## src/rtl/axis_pkt_framer_pkg.sv

```systemverilog
// Shared types and helpers for the AXI-Stream packet framer.
// Holds the FSM state encoding, the packet-length clamp and the counter width derivation.
package axis_pkt_pkg;

    typedef enum logic [1:0] {
        IDLE  = 2'd0,
        RUN   = 2'd1,
        FLUSH = 2'd2
    } state_t;

    // Counters must be able to hold MAX_PKT_LENGTH itself, not just MAX_PKT_LENGTH-1.
    function automatic int unsigned len_width(input int unsigned max_len);
        return $clog2(max_len) + 1;
    endfunction

    function automatic int unsigned clamp_len(input int unsigned len, input int unsigned max_len);
        if (len == 0) begin
            return 1;
        end
        if (len > max_len) begin
            return max_len;
        end
        return len;
    endfunction

endpackage

```

## src/rtl/axis_pkt_framer_if.sv

```systemverilog
// AXI-Stream bundle with first/last-beat sideband, shared by the framer's input and output.
interface axis_pkt_framer_if #(
    parameter int unsigned TDATA_WIDTH = 16
) ();

    logic                   tvalid;
    logic                   tready;
    logic [TDATA_WIDTH-1:0] tdata;
    logic                   tlast;
    logic                   tuser;

    modport master (
        output tvalid,
        output tdata,
        output tlast,
        output tuser,
        input  tready
    );

    modport slave (
        input  tvalid,
        input  tdata,
        input  tlast,
        input  tuser,
        output tready
    );

endinterface

```

## src/rtl/axis_pkt_framer_skid_buf.sv

```systemverilog
// Two-entry register slice: full throughput, registered ready, no combinational ready path.
module axis_skid_buf #(
    parameter int unsigned WIDTH = 18
) (
    input  logic             aclk,
    input  logic             reset,
    input  logic             in_valid,
    output logic             in_ready,
    input  logic [WIDTH-1:0] in_data,
    output logic             out_valid,
    input  logic             out_ready,
    output logic [WIDTH-1:0] out_data,
    output logic             empty
);

    logic             main_valid_q, main_valid_d;
    logic             skid_valid_q, skid_valid_d;
    logic [WIDTH-1:0] main_data_q, main_data_d;
    logic [WIDTH-1:0] skid_data_q, skid_data_d;
    logic             in_acc;

    assign in_ready  = ~skid_valid_q;
    assign in_acc    = in_valid & ~skid_valid_q;
    assign out_valid = main_valid_q;
    assign out_data  = main_data_q;
    assign empty     = ~main_valid_q & ~skid_valid_q;

    always_comb begin
        main_valid_d = main_valid_q;
        main_data_d  = main_data_q;
        skid_valid_d = skid_valid_q;
        skid_data_d  = skid_data_q;
        if (!main_valid_q || out_ready) begin
            // Output slot is free this cycle: refill from skid first to keep ordering.
            if (skid_valid_q) begin
                main_valid_d = 1'b1;
                main_data_d  = skid_data_q;
                skid_valid_d = 1'b0;
            end else begin
                main_valid_d = in_acc;
                if (in_acc) begin
                    main_data_d = in_data;
                end
            end
        end else if (in_acc) begin
            skid_valid_d = 1'b1;
            skid_data_d  = in_data;
        end
    end

    always_ff @(posedge aclk) begin
        if (reset) begin
            main_valid_q <= 1'b0;
            skid_valid_q <= 1'b0;
            main_data_q  <= '0;
            skid_data_q  <= '0;
        end else begin
            main_valid_q <= main_valid_d;
            skid_valid_q <= skid_valid_d;
            main_data_q  <= main_data_d;
            skid_data_q  <= skid_data_d;
        end
    end

endmodule

```

## src/rtl/axis_pkt_framer.sv

```systemverilog
// Frames a sample stream into fixed-length packets with tuser/tlast, in armed bursts or
// continuously, with abort at a packet boundary and a registered backpressure-safe output.
module axis_pkt_framer
    import axis_pkt_pkg::*;
#(
    parameter int unsigned TDATA_WIDTH    = 16,
    parameter int unsigned MAX_PKT_LENGTH = 512,
    parameter int unsigned NUM_PKTS_WIDTH = 16,
    localparam int unsigned LEN_W         = len_width(MAX_PKT_LENGTH)
) (
    input  logic                      aclk,
    input  logic                      reset,
    input  logic [LEN_W-1:0]          pkt_length,
    input  logic [NUM_PKTS_WIDTH-1:0] num_pkts,
    input  logic                      start,
    input  logic                      abort,
    output logic                      busy,
    output logic                      done,
    output logic [NUM_PKTS_WIDTH-1:0] pkt_cnt,
    axis_pkt_framer_if.slave          s_axis,
    axis_pkt_framer_if.master         m_axis
);

    state_t                    state_q, state_d;
    logic [LEN_W-1:0]          beat_cnt_q, beat_cnt_d;
    logic [LEN_W-1:0]          eff_len_q, eff_len_d;
    logic [LEN_W-1:0]          cur_len;
    logic [NUM_PKTS_WIDTH-1:0] num_pkts_q, num_pkts_d;
    logic [NUM_PKTS_WIDTH-1:0] pkt_cnt_q, pkt_cnt_d;
    logic                      abort_pend_q, abort_pend_d;
    logic                      done_q, done_d;

    logic                     in_run, acc, tag_user, tag_last, last_pkt;
    logic                     buf_in_ready, buf_out_valid, buf_empty;
    logic [TDATA_WIDTH+1:0]   buf_in_data, buf_out_data;

    assign in_run = (state_q == RUN);
    assign acc    = in_run & s_axis.tvalid & buf_in_ready;

    // Outside RUN the converter is never stalled; its samples are simply dropped.
    assign s_axis.tready = in_run ? buf_in_ready : 1'b1;

    // The first beat of a packet uses the live length; later beats use the latched copy.
    assign cur_len  = (beat_cnt_q == '0) ?
                      LEN_W'(clamp_len(32'(pkt_length), MAX_PKT_LENGTH)) : eff_len_q;
    assign tag_user = (beat_cnt_q == '0);
    assign tag_last = (beat_cnt_q == cur_len - LEN_W'(1));
    assign last_pkt = (num_pkts_q != '0) &&
                      (pkt_cnt_q + NUM_PKTS_WIDTH'(1) == num_pkts_q);

    assign buf_in_data = {s_axis.tdata, tag_last, tag_user};

    always_comb begin
        state_d      = state_q;
        beat_cnt_d   = beat_cnt_q;
        eff_len_d    = eff_len_q;
        num_pkts_d   = num_pkts_q;
        pkt_cnt_d    = pkt_cnt_q;
        abort_pend_d = abort_pend_q;
        done_d       = 1'b0;
        unique case (state_q)
            IDLE: begin
                if (start) begin
                    num_pkts_d   = num_pkts;
                    pkt_cnt_d    = '0;
                    beat_cnt_d   = '0;
                    abort_pend_d = 1'b0;
                    state_d      = RUN;
                end
            end
            RUN: begin
                if (abort) begin
                    abort_pend_d = 1'b1;
                end
                if (acc) begin
                    if (tag_user) begin
                        eff_len_d = cur_len;
                    end
                    if (tag_last) begin
                        beat_cnt_d = '0;
                        if (pkt_cnt_q != '1) begin
                            pkt_cnt_d = pkt_cnt_q + NUM_PKTS_WIDTH'(1);
                        end
                        if (last_pkt || abort_pend_q || abort) begin
                            abort_pend_d = 1'b0;
                            state_d      = FLUSH;
                        end
                    end else begin
                        beat_cnt_d = beat_cnt_q + LEN_W'(1);
                    end
                end
            end
            FLUSH: begin
                if (buf_empty) begin
                    done_d  = 1'b1;
                    state_d = IDLE;
                end
            end
            default: state_d = IDLE;
        endcase
    end

    always_ff @(posedge aclk) begin
        if (reset) begin
            state_q      <= IDLE;
            beat_cnt_q   <= '0;
            eff_len_q    <= LEN_W'(1);
            num_pkts_q   <= '0;
            pkt_cnt_q    <= '0;
            abort_pend_q <= 1'b0;
            done_q       <= 1'b0;
        end else begin
            state_q      <= state_d;
            beat_cnt_q   <= beat_cnt_d;
            eff_len_q    <= eff_len_d;
            num_pkts_q   <= num_pkts_d;
            pkt_cnt_q    <= pkt_cnt_d;
            abort_pend_q <= abort_pend_d;
            done_q       <= done_d;
        end
    end

    axis_skid_buf #(
        .WIDTH (TDATA_WIDTH + 2)
    ) u_skid_buf (
        .aclk      (aclk),
        .reset     (reset),
        .in_valid  (in_run & s_axis.tvalid),
        .in_ready  (buf_in_ready),
        .in_data   (buf_in_data),
        .out_valid (buf_out_valid),
        .out_ready (m_axis.tready),
        .out_data  (buf_out_data),
        .empty     (buf_empty)
    );

    assign m_axis.tvalid = buf_out_valid;
    assign m_axis.tdata  = buf_out_data[TDATA_WIDTH+1:2];
    assign m_axis.tlast  = buf_out_data[1];
    assign m_axis.tuser  = buf_out_data[0];

    // busy drops on the same edge that raises done.
    assign busy    = (state_q != IDLE);
    assign done    = done_q;
    assign pkt_cnt = pkt_cnt_q;

endmodule

```

## src/flat_wrapper.sv

```systemverilog
// flat-port wrapper written by rule: the top's interface ports become plain ports
module axis_pkt_framer_flat import axis_pkt_pkg::*;
#(
    parameter int unsigned TDATA_WIDTH    = 16,
    parameter int unsigned MAX_PKT_LENGTH = 512,
    parameter int unsigned NUM_PKTS_WIDTH = 16,
    localparam int unsigned LEN_W         = len_width(MAX_PKT_LENGTH)
)
  (aclk, reset, pkt_length, num_pkts, start, abort, busy, done, pkt_cnt, s_axis_tvalid, s_axis_tdata, s_axis_tlast, s_axis_tuser, s_axis_tready, m_axis_tvalid, m_axis_tdata, m_axis_tlast, m_axis_tuser, m_axis_tready);
  axis_pkt_framer_if #(.TDATA_WIDTH(TDATA_WIDTH)) s_axis_i ();
  axis_pkt_framer_if #(.TDATA_WIDTH(TDATA_WIDTH)) m_axis_i ();
  input  logic aclk;
  input  logic reset;
  input  logic [LEN_W-1:0] pkt_length;
  input  logic [NUM_PKTS_WIDTH-1:0] num_pkts;
  input  logic start;
  input  logic abort;
  output logic busy;
  output logic done;
  output logic [NUM_PKTS_WIDTH-1:0] pkt_cnt;
  input wire logic [$bits(s_axis_i.tvalid)-1:0] s_axis_tvalid;
  input wire logic [$bits(s_axis_i.tdata)-1:0] s_axis_tdata;
  input wire logic [$bits(s_axis_i.tlast)-1:0] s_axis_tlast;
  input wire logic [$bits(s_axis_i.tuser)-1:0] s_axis_tuser;
  output wire logic [$bits(s_axis_i.tready)-1:0] s_axis_tready;
  output wire logic [$bits(m_axis_i.tvalid)-1:0] m_axis_tvalid;
  output wire logic [$bits(m_axis_i.tdata)-1:0] m_axis_tdata;
  output wire logic [$bits(m_axis_i.tlast)-1:0] m_axis_tlast;
  output wire logic [$bits(m_axis_i.tuser)-1:0] m_axis_tuser;
  input wire logic [$bits(m_axis_i.tready)-1:0] m_axis_tready;
  assign s_axis_i.tvalid = s_axis_tvalid;
  assign s_axis_i.tdata = s_axis_tdata;
  assign s_axis_i.tlast = s_axis_tlast;
  assign s_axis_i.tuser = s_axis_tuser;
  assign s_axis_tready = s_axis_i.tready;
  assign m_axis_tvalid = m_axis_i.tvalid;
  assign m_axis_tdata = m_axis_i.tdata;
  assign m_axis_tlast = m_axis_i.tlast;
  assign m_axis_tuser = m_axis_i.tuser;
  assign m_axis_i.tready = m_axis_tready;
  axis_pkt_framer #(.TDATA_WIDTH(TDATA_WIDTH), .MAX_PKT_LENGTH(MAX_PKT_LENGTH), .NUM_PKTS_WIDTH(NUM_PKTS_WIDTH)) u_core (.aclk(aclk), .reset(reset), .pkt_length(pkt_length), .num_pkts(num_pkts), .start(start), .abort(abort), .busy(busy), .done(done), .pkt_cnt(pkt_cnt), .s_axis(s_axis_i), .m_axis(m_axis_i));
endmodule
```

## config.mk

```make
export PLATFORM = sky130hd
export DESIGN_NAME = axis_pkt_framer_flat
export DESIGN_NICKNAME = d
export VERILOG_FILES = /design/src/rtl/axis_pkt_framer_pkg.sv /design/src/rtl/axis_pkt_framer_if.sv /design/src/rtl/axis_pkt_framer_skid_buf.sv /design/src/rtl/axis_pkt_framer.sv /design/src/flat_wrapper.sv
export SDC_FILE = /design/constraint.sdc
export NUM_CORES = 1
export LEC_CHECK = 0
export BUFFER_PORTS_ARGS = -buffer_cell sky130_fd_sc_hd__buf_4
export CAP_MARGIN = 20
export CORE_MARGIN = 1
export CORE_UTILIZATION = 30
export CTS_CLUSTER_DIAMETER = 50
export DETAILED_ROUTE_END_ITERATION = 16
export GPL_TIMING_DRIVEN = 0
export SYNTH_ARGS = -nofsm -noshare
export SYNTH_HDL_FRONTEND = slang
export SYNTH_SLANG_ARGS = --single-unit
```

## constraint.sdc

```tcl
create_clock -name aclk -period 4.15 [get_ports aclk]
set_clock_uncertainty 0.1 [all_clocks]
set_input_delay 0.83 -clock aclk [delete_from_list [all_inputs] [get_ports aclk]]
set_output_delay 0.83 -clock aclk [all_outputs]
set_load 0.05 [all_outputs]
```

==> flow_summary.ini <==
[worst_setup_path]
critPathArrivalTime_ns = 4.13
cp-end-kind = flop
criticalPathCategory = reg2reg
r2r-end = u_core.pkt_cnt[4]
rr_worst_depth = 16
timing.rr.start = u_core.beat_cnt_q[1]
required_ns = 4.27
crit_fanout = 7
r2r_slack_ns = 0.14
critPathLaunchType = flop

[grt]
track_usage_pct = 16.6
antenna_found_initial = 0
grt_pass1_wl_mm = 23.0
grt-ovfl-total = 0
grt_max_degree = 17
grt_pass1_vias = 4496

[drt]
viasPerCell = 5.02
topRoutingLayerUsed = met4
wl_met3_mm = 1.09
drc_errors = 0
num_vias = 4760
first_iter_violations = 299
first_pass_iters = 7
wl_met2_mm = 6.40
wl_met1_mm = 6.46
antenna_left = 0
wire_per_inst_um = 14.9
routed_wl_mm = 14.1

[floorplan]
initial_utilization_pct = 31.2
io_pins = 88
core-area_um2 = 16100
die_w_um = 131
die_y_um = 131
die-area_um2 = 17200
fp-row-count = 46

[clock_network]
clk_latency_ns = 0.35
cts_tree = yes
htreeDepth = 3
cts.sinks = 94
cts_made_buffers = 9
path_clk_slew_ns = 0.07
cts_buffer_depth = 2
clockRootBuffer = clkbuf_16

[power]
ir_drop_mv = 0.305
power_density_nw_per_um2 = 340
leakage_uw = 0.00240
total_power_uw = 2210

[synthesis]
synthAdderAreaFrac_pct = 1.00
syn_avg_cell_area_um2 = 8.07
synth_top_family_by_area = simple AND/OR/NAND/NOR gates
synth_nets = 674
yosysWarnings = 0
synthArstFlopShare_pct = 0
ys_seq_area_share_pct = 37.6
synth_cell_types = 58
netlist_instances = 620
synth_xor_xnor_area_share_pct = 8.40
syn-cell-area_um2 = 5000
synth-simple-area-share_pct = 26.3
ys.flop_type = dfxtp_1
synth_mux_area_share_pct = 5.03
synth-seq-cells = 94
synth_edf_count = 0
synth_compound_area_share_pct = 17.6

[timing]
hold_ws_ns = 0.355
report.final.slew_viol_count = 0
fin_setup_tns_ns = 0
fmax_mhz = 249
fin_crit_sh_pct = 96.7
hold_viol = 0
setup_viol_count_final = 0
fin_crit_ns = 4.01
tightest_slew_ns = 0.756
rsz0062_at_grt = true
relSlewSlack_pct = 49.6

[worst_hold_path]
hold-path-cell-count = 2
worstHoldEndpoint = u_core.u_skid_buf.skid_data_q[15]
hold_class = reg2reg
holdCritStartpoint = u_core.u_skid_buf.skid_data_q[15]

[final_layout]
drive_gt1_share_pct = 22.0
antennaDiodeCount = 0
layoutNonFillerInstCount = 949
layout-area-overhead-vs-synth_pct = 29.9
final_cell_mix = nand2_1 (109), buf_4 (97), dfxtp_1 (91)
final_common_cell = nand2_1
nets = 782

[placed_design]
io_buffers = 85
place_inst = 921
hpwl_mm = 10.4
place_congestion = 0.830

[run_status]
status = completed

[run]
cap_violations = 0
synthesized netlist by cell type, types with 5 or more instances:
cell type | count | area [um2]
dfxtp_1 | 94 | 1880
or4_1 | 9 | 67.6
o211ai_1 | 8 | 60.1
nor2_1 | 48 | 180
nor3_1 | 16 | 80.1
o31ai_1 | 9 | 67.6
nor4_1 | 12 | 75.1
mux2i_1 | 24 | 240
xnor2_1 | 27 | 236
nand4_1 | 12 | 75.1
nand2b_1 | 10 | 62.6
clkbuf_1 | 28 | 105
and3_1 | 6 | 37.5
a31oi_1 | 7 | 43.8
a21oi_1 | 54 | 270
nand2_1 | 110 | 413
xor2_1 | 21 | 184
nand3_1 | 16 | 80.1
o21ai_0 | 15 | 75.1
inv_1 | 5 | 18.8
nor2b_1 | 7 | 43.8
a211oi_1 | 18 | 135
state kept, by name, indices dropped and copies added (netlist names):
signal,flops
u_core.u_skid_buf.out_valid,1
u_core.pkt_cnt,16
u_core.state_q,2
u_core.done,1
u_core.eff_len_q,10
u_core.num_pkts_q,16
u_core.u_skid_buf.skid_data_q,18
u_core.u_skid_buf.skid_valid_q,1
u_core.abort_pend_q,1
u_core.u_skid_buf.out_data,18
u_core.beat_cnt_q,10
worst max-delay path, cell delays in order (launching register included):
cell and delay (ns):
dfxtp_2 0.32, inv_2 0.07, ha_4 0.12, or4b_4 0.45, or3_4 0.37, buf_8 0.15
a21oi_4 0.15, ha_4 0.16, or3b_4 0.42, o311ai_4 0.29, a22oi_2 0.09, a21oi_2 0.13
xor2_1 0.18, o2111ai_2 0.22, buf_6 0.22, o311ai_1 0.32, o41ai_2 0.12
routing by layer:
layer	track usage, %	vias up
met5	0	-
met4	4.51	0
met3	6.10	15
met2	26.0	131
met1	21.4	2191
li1	-	2423
per-stage QoR:
step                      util, %  instance area, um2  setup slack (ns)
after floorplan                 -                5000            0.0257
after global placement       36.8                5910            -0.745
after global routing         40.5                6500           -0.0775
after detailed placement     36.8                5910            -0.750
after CTS                    39.7                6370           0.00488
final                        40.5                6500             0.136
logic make-up after synthesis:
family          count (synthesis)
compound gates                135
xor+xnor                       48
fa+ha+maj                       4
buf+inv                        44
flops                          94
mux                            25
simple gates                  270
layout make-up:
class                      instances  area, um2
buffer                            38        200
clock buffer                       9        225
clock inverter                     7       71.3
fill                            1643       9560
inverter                           5       18.8
multi-input combinational        482       3090
sequential                        94       1890
tap                              216        270
timing repair buffer              98        739
power breakdown:
part           internal (uW)  total (uW)  switching [uW]
Combinational            160         402             242
Sequential               933         960            26.6
Clock                    469         844             375
Total                   1560        2210             643
repair_timing:
item	4_1_cts	5_1_grt
gates resized for setup	22	30
setup buffers	12	1
hold buffers	0	0
pin swaps	15	12
setup endpoints to repair	31	31
endpoints found under the hold margin	0	0
worst max-delay path by stage:
stage / from / to
floorplan: u_core.beat_cnt_q[0] / u_core.pkt_cnt[15]
global placement: pkt_length[9] / u_core.pkt_cnt[11]
detailed placement: pkt_length[9] / u_core.pkt_cnt[5]
CTS: u_core.beat_cnt_q[1] / u_core.u_skid_buf.out_data[1]
global route: u_core.beat_cnt_q[1] / u_core.pkt_cnt[0]
finish: u_core.beat_cnt_q[1] / u_core.pkt_cnt[4]
Power figures use the tool's default switching activity.
